$ cat src/rtl/keypad_num_entry.sv
// 4x4 active-low keypad scanner with frame debounce and three-distinct-digit entry.
// Emits a committed guess on '#' once three digits are typed; '*' clears the entry.
module keypad_num_entry #(
  parameter int unsigned SCAN_DIV = 50000,
  parameter int unsigned DEBOUNCE = 8
) (
  input  logic       clk,
  input  logic       reset,
  input  logic [3:0] iRow,
  output logic [3:0] oCol,
  output logic [3:0] oNum1,
  output logic [3:0] oNum2,
  output logic [3:0] oNum3,
  output logic       oNumRdy,
  output logic [3:0] oEnt1,
  output logic [3:0] oEnt2,
  output logic [3:0] oEnt3,
  output logic [1:0] oEntCnt
);

  localparam int unsigned DW = (SCAN_DIV > 2) ? $clog2(SCAN_DIV) : 1;
  localparam int unsigned CW = 8;
  localparam logic [DW-1:0] DWELL_LAST = DW'(SCAN_DIV - 1);
  localparam logic [CW-1:0] DEB_MAX    = CW'(DEBOUNCE);
  localparam logic [3:0]    KEY_STAR   = 4'd10;
  localparam logic [3:0]    KEY_HASH   = 4'd11;

  typedef enum logic [1:0] {F_NONE, F_KEY, F_MULTI} frame_kind_e;
  typedef enum logic [1:0] {S_EMPTY, S_PARTIAL, S_FULL} state_e;

  // Hit index r*4+c to key value: 0..9 digits, 10 '*', 11 '#', 12..15 letters A..D.
  function automatic logic [3:0] key_map(input logic [3:0] idx);
    key_map = 4'd15;
    case (idx)
      4'd0:  key_map = 4'd1;
      4'd1:  key_map = 4'd2;
      4'd2:  key_map = 4'd3;
      4'd3:  key_map = 4'd12;
      4'd4:  key_map = 4'd4;
      4'd5:  key_map = 4'd5;
      4'd6:  key_map = 4'd6;
      4'd7:  key_map = 4'd13;
      4'd8:  key_map = 4'd7;
      4'd9:  key_map = 4'd8;
      4'd10: key_map = 4'd9;
      4'd11: key_map = 4'd14;
      4'd12: key_map = KEY_STAR;
      4'd13: key_map = 4'd0;
      4'd14: key_map = KEY_HASH;
      default: key_map = 4'd15;
    endcase
  endfunction

  logic [3:0]    row_s1, row_s2;
  logic [DW-1:0] dwell;
  logic [1:0]    col_idx;
  logic [15:0]   hit_acc, cur_hits, frame_hits;
  logic          sample, frame_done;
  logic [4:0]    n_hits;
  logic [3:0]    hit_idx;
  frame_kind_e   frame_kind;
  logic [5:0]    frame_val, prev_val;
  logic [CW-1:0] deb_cnt, deb_cnt_n;
  logic          deb_hit;
  logic          armed;
  logic          key_evt;
  logic [3:0]    key_val;

  state_e        state, state_n;
  logic [3:0]    ent1_n, ent2_n, ent3_n;
  logic [1:0]    cnt_n;
  logic [3:0]    num1_n, num2_n, num3_n;
  logic          rdy_n;
  logic          is_digit, dup;

  assign sample     = (dwell == DWELL_LAST);
  assign frame_done = sample && (col_idx == 2'd3);

  // Synchronizer, column dwell/rotation and per-frame hit accumulation.
  always_ff @(posedge clk or posedge reset) begin
    if (reset) begin
      row_s1  <= 4'hF;
      row_s2  <= 4'hF;
      dwell   <= '0;
      col_idx <= 2'd0;
      oCol    <= 4'b1110;
      hit_acc <= '0;
    end else begin
      row_s1 <= iRow;
      row_s2 <= row_s1;
      if (sample) begin
        dwell   <= '0;
        col_idx <= col_idx + 2'd1;
        oCol    <= {oCol[2:0], oCol[3]};
        hit_acc <= frame_done ? 16'h0 : frame_hits;
      end else begin
        dwell <= dwell + DW'(1);
      end
    end
  end

  // Classify the frame (including the column being sampled now) and advance the debounce count.
  always_comb begin
    cur_hits = '0;
    for (int r = 0; r < 4; r++) begin
      for (int c = 0; c < 4; c++) begin
        cur_hits[r*4+c] = (col_idx == 2'(c)) && !row_s2[r];
      end
    end
    frame_hits = hit_acc | cur_hits;
    n_hits     = '0;
    hit_idx    = '0;
    for (int i = 0; i < 16; i++) begin
      if (frame_hits[i]) begin
        n_hits  = n_hits + 5'd1;
        hit_idx = 4'(i);
      end
    end
    if (n_hits == 5'd0)      frame_kind = F_NONE;
    else if (n_hits == 5'd1) frame_kind = F_KEY;
    else                     frame_kind = F_MULTI;
    frame_val = {frame_kind, (frame_kind == F_KEY) ? hit_idx : 4'd0};
    if (frame_val != prev_val)  deb_cnt_n = CW'(1);
    else if (deb_cnt == DEB_MAX) deb_cnt_n = deb_cnt;
    else                         deb_cnt_n = deb_cnt + CW'(1);
    deb_hit = (deb_cnt_n == DEB_MAX);
  end

  // A debounced release arms; a debounced key or multi-press disarms, the key also emitting once.
  always_ff @(posedge clk or posedge reset) begin
    if (reset) begin
      prev_val <= '0;
      deb_cnt  <= '0;
      armed    <= 1'b0;
      key_evt  <= 1'b0;
      key_val  <= 4'd0;
    end else begin
      key_evt <= 1'b0;
      if (frame_done) begin
        prev_val <= frame_val;
        deb_cnt  <= deb_cnt_n;
        if (deb_hit) begin
          case (frame_kind)
            F_NONE: armed <= 1'b1;
            F_KEY: begin
              if (armed) begin
                key_evt <= 1'b1;
                key_val <= key_map(hit_idx);
              end
              armed <= 1'b0;
            end
            default: armed <= 1'b0;
          endcase
        end
      end
    end
  end

  // Entry FSM next state and outputs.
  always_comb begin
    state_n  = state;
    ent1_n   = oEnt1;
    ent2_n   = oEnt2;
    ent3_n   = oEnt3;
    cnt_n    = oEntCnt;
    num1_n   = oNum1;
    num2_n   = oNum2;
    num3_n   = oNum3;
    rdy_n    = 1'b0;
    is_digit = (key_val <= 4'd9);
    dup      = ((oEntCnt >= 2'd1) && (oEnt1 == key_val)) ||
               ((oEntCnt >= 2'd2) && (oEnt2 == key_val));
    if (key_evt) begin
      if (is_digit) begin
        if ((state != S_FULL) && !dup) begin
          case (oEntCnt)
            2'd0:    ent1_n = key_val;
            2'd1:    ent2_n = key_val;
            default: ent3_n = key_val;
          endcase
          cnt_n   = oEntCnt + 2'd1;
          state_n = (oEntCnt == 2'd2) ? S_FULL : S_PARTIAL;
        end
      end else if (key_val == KEY_STAR) begin
        ent1_n  = 4'd0;
        ent2_n  = 4'd0;
        ent3_n  = 4'd0;
        cnt_n   = 2'd0;
        state_n = S_EMPTY;
      end else if ((key_val == KEY_HASH) && (state == S_FULL)) begin
        num1_n  = oEnt1;
        num2_n  = oEnt2;
        num3_n  = oEnt3;
        rdy_n   = 1'b1;
        ent1_n  = 4'd0;
        ent2_n  = 4'd0;
        ent3_n  = 4'd0;
        cnt_n   = 2'd0;
        state_n = S_EMPTY;
      end
    end
  end

  always_ff @(posedge clk or posedge reset) begin
    if (reset) begin
      state   <= S_EMPTY;
      oEnt1   <= 4'd0;
      oEnt2   <= 4'd0;
      oEnt3   <= 4'd0;
      oEntCnt <= 2'd0;
      oNum1   <= 4'd0;
      oNum2   <= 4'd0;
      oNum3   <= 4'd0;
      oNumRdy <= 1'b0;
    end else begin
      state   <= state_n;
      oEnt1   <= ent1_n;
      oEnt2   <= ent2_n;
      oEnt3   <= ent3_n;
      oEntCnt <= cnt_n;
      oNum1   <= num1_n;
      oNum2   <= num2_n;
      oNum3   <= num3_n;
      oNumRdy <= rdy_n;
    end
  end

endmodule

$ cat config.mk
export PLATFORM = sky130hd
export DESIGN_NAME = keypad_num_entry
export DESIGN_NICKNAME = d
export VERILOG_FILES = /design/src/rtl/keypad_num_entry.sv
export SDC_FILE = /design/constraint.sdc
export NUM_CORES = 1
export LEC_CHECK = 0
export ABC_AREA = 1
export CORE_MARGIN = 2
export CORE_UTILIZATION = 60
export DETAILED_ROUTE_END_ITERATION = 8
export PLACE_DENSITY = 0.8
export SLEW_MARGIN = 20
export SYNTH_ARGS = -nofsm -noshare
export SYNTH_HDL_FRONTEND = slang
export SYNTH_SLANG_ARGS = --single-unit
$ cat constraint.sdc
create_clock -name clk -period 10.95 [get_ports clk]
set_input_delay 2.19 -clock clk [delete_from_list [all_inputs] [get_ports clk]]
set_output_delay 2.19 -clock clk [all_outputs]
set_load 0.05 [all_outputs]
==> impl_metrics.env <==
export IMPL_final_nets=990
export IMPL_cts_tree="built"
export IMPL_port_buffer_count=36
export IMPL_fin_skew_ns=0.00976
export IMPL_setup_tns_ns=0
export IMPL_leakage_uw=0.00376
export IMPL_antenna_found_initial=0
export IMPL_yosysWarnings=0
export IMPL_peakVddDrop_mv=0.105
export IMPL_worst_pin_slew_ns=0.795
export IMPL_drt_first_pass_iters=5
export IMPL_critical_path_slowest_cell="dfrtp_2"
export IMPL_syn_num_nets=948
export IMPL_r2r_slack_ns=1.02
export IMPL_vias_per_cell=5.16
export IMPL_tritoncts_num_buffers=9
export IMPL_drc=0
export IMPL_die_width_um=108
export IMPL_start_kind="flip-flop"
export IMPL_critical_path_required_ns=11.22
export IMPL_ys_top_cells_by_area="dfrtp_1, nand2_1, inv_1"
export IMPL_hold_path_class="flip-flop to flip-flop"
export IMPL_drtAntennaViolNets=0
export IMPL_cts_buffer_depth=2
export IMPL_crit_type="flip-flop to flip-flop"
export IMPL_syn2layout_area_growth_pct=11.4
export IMPL_yosysSeqAreaShare_pct=36.8
export IMPL_synth_cell_types=41
export IMPL_grtUsageTotal_pct=23.5
export IMPL_clk_pin_slew_ns=0.09
export IMPL_place_hpwl_mm=9.90
export IMPL_clk_latency_ns=0.37
export IMPL_crit_path_end_kind="flip-flop"
export IMPL_io_pins=37
export IMPL_worstSetupPathDepth=64
export IMPL_post_route_cell_area_um2=7240
export IMPL_rsz0062_at_grt="no"
export IMPL_maxSlewViolCount=0
export IMPL_netlist_area_um2=6500
export IMPL_critical_path_max_stage_delay_ns=0.45
export IMPL_multi_input_area_um2=3480
export IMPL_gp_congestion=0.854
export IMPL_cts_num_sinks=95
export IMPL_post_drt_wl_per_cell_um=11.8
export IMPL_std_cell_rows=38
export IMPL_crit_top_cell="nand2_1"
export IMPL_cp_num_buf_inv=9
export IMPL_grt_pass1_wl_mm=22.5
export IMPL_synth_common_cells="nand2_1, inv_1, nand3_1"
export IMPL_crit_end="key_val[3]"
export IMPL_yosysTopAreaCell="dfrtp_1"
export IMPL_grt_max_degree=64
export IMPL_yosysTopAreaCellShare_pct=32.3
export IMPL_die_area_um2=11700
export IMPL_synth_edf_count=0
export IMPL_core_region_area_um2=10700
export IMPL_cp_max_fo=7
export IMPL_cts_root_buf="clkbuf_8"
export IMPL_max_cap_violations=0
export IMPL_cts_max_level=3
export IMPL_pwr_density_cell_nw_per_um2=87.3
export IMPL_antenna_cells=0
export IMPL_grt_pass1_vias=5418
export IMPL_drtIter0Drc=271
export IMPL_fillers=909
export IMPL_status="complete, no violations"
export IMPL_ys_seq_elements=95
export IMPL_startpoint="col_idx[0]"
export IMPL_die_y_um=108
export IMPL_drt_wl_total_mm=12.9
export IMPL_netlist_instances=912
export IMPL_relSlewSlack_pct=46.8
export IMPL_timing_fmax_mhz=101
export IMPL_async_flop_share_pct=100
export IMPL_period_needed_ns=9.93
export IMPL_hold_viol_final=0
export IMPL_initial_core_util_pct=60.8
export IMPL_reg2reg_depth=64
export IMPL_worstPathArrival_ns=10.19
export IMPL_synth_most_common_cell="nand2_1"
export IMPL_grt_overflow=0
export IMPL_timing_rr_end="key_val[3]"
export IMPL_critPathTopFamily="simple AND/OR/NAND/NOR gates"
export IMPL_final_layout_size_suffix_gt1_share_pct=12.9
export IMPL_vias=5672
export IMPL_r2r_start="col_idx[0]"
export IMPL_finalCritPeriodShare_pct=90.6
export IMPL_syn_area_per_cell_um2=7.13
export IMPL_ff_latch_area_um2=2390
export IMPL_setup_viol=0
export IMPL_synthFlopType="dfrtp_1"
export IMPL_placed_area_um2=7020
[worst register-to-register path, delay by kind of cell, from the launching register on]
family,cells,cell delay [ns]
simple gates,37,4.38
fa+ha+maj,15,4.01
buf+inv,9,0.53
flops,1,0.45
compound gates,3,0.43
[area by class of cell]
class | instances | area share, %
repair buffers | 39 | 5.29
flip-flops and latches | 95 | 33.0
clock inverters | 6 | 0.622
inverters | 167 | 8.69
clock buffers | 10 | 1.90
well taps | 140 | 2.42
multi-input cells | 642 | 48.1
[power by group]
| part | internal [uW] | switching [uW] |
|---|---|---|
| logic | 21.1 | 45.0 |
| clock network | 89.4 | 123 |
| registers | 353 | 0.566 |
[worst min-delay path by stage]
stage / startpoint / endpoint / depth (start not counted)
3_5_place_dp: row_s1[3] / row_s2[3] / 0
2_1_floorplan: row_s1[0] / row_s2[0] / 0
4_1_cts: row_s1[3] / row_s2[3] / 0
5_1_grt: row_s1[2] / row_s2[2] / 0
3_3_place_gp: row_s1[1] / row_s2[1] / 0
6_report: row_s1[3] / row_s2[3] / 0
[cell usage in the layout, fill, tap and decap left out, types with 4 or more instances in the layout]
cell,count
o21ai_0,53
nand3_2,23
inv_2,12
inv_1,154
o22ai_1,7
nor3_1,17
a21oi_1,37
nand4_1,9
dfrtp_1,83
or2_2,4
a21oi_2,4
nand2_1,203
clkbuf_8,10
nand2_2,33
dfstp_2,11
clkdlybuf4s50_1,36
ha_1,28
nor2_1,81
nand2_4,4
nand3_1,95
xor2_1,9
[flip-flops by register name, summed over array words and instances, names as in the netlist, 6 cells and up]
name,count
dwell,16
hit_acc,16
deb_cnt,8
prev_val,6
[cell families after synthesis]
logic type               count (synthesis)  share of synthesized area, %
buffers and inverters                  175                          10.1
AND/OR/NAND/NOR                        485                          35.8
XOR/XNOR                                10                          1.35
adder cells (fa/ha/maj)                 30                          5.77
flip-flops                              95                          36.8
AO/OA/AOI/OAI                          117                          10.2
[layer usage]
layer	vias to the layer above	global-route usage, %	wire, um
met2	81	40.0	5960
met4	0	8.52	161
li1	3003	-	-
met3	12	3.50	426
met5	-	0	0
met1	2576	30.6	6370
[what timing repair did]
item / 4_1_cts / 5_1_grt
gates resized for setup: 0 / 10
setup endpoints to repair: 0 / 13
setup buffers: 0 / 1
hold buffers: 0 / 0
[through the flow]
stage	total power (uW)	setup WS (ns)	std cells	hold WS, ns	util (%)
after detailed placement	426	0.701	1082	0.347	65.6
after CTS	636	0.673	1098	0.360	67.4
after global placement	424	0.966	1082	0.346	65.6
after floorplan	413	1.49	912	0.345	-
final	632	1.02	1099	0.359	67.7
after global routing	662	0.0450	1099	0.362	67.7
Note: power is estimated with default switching activity, not from simulation.
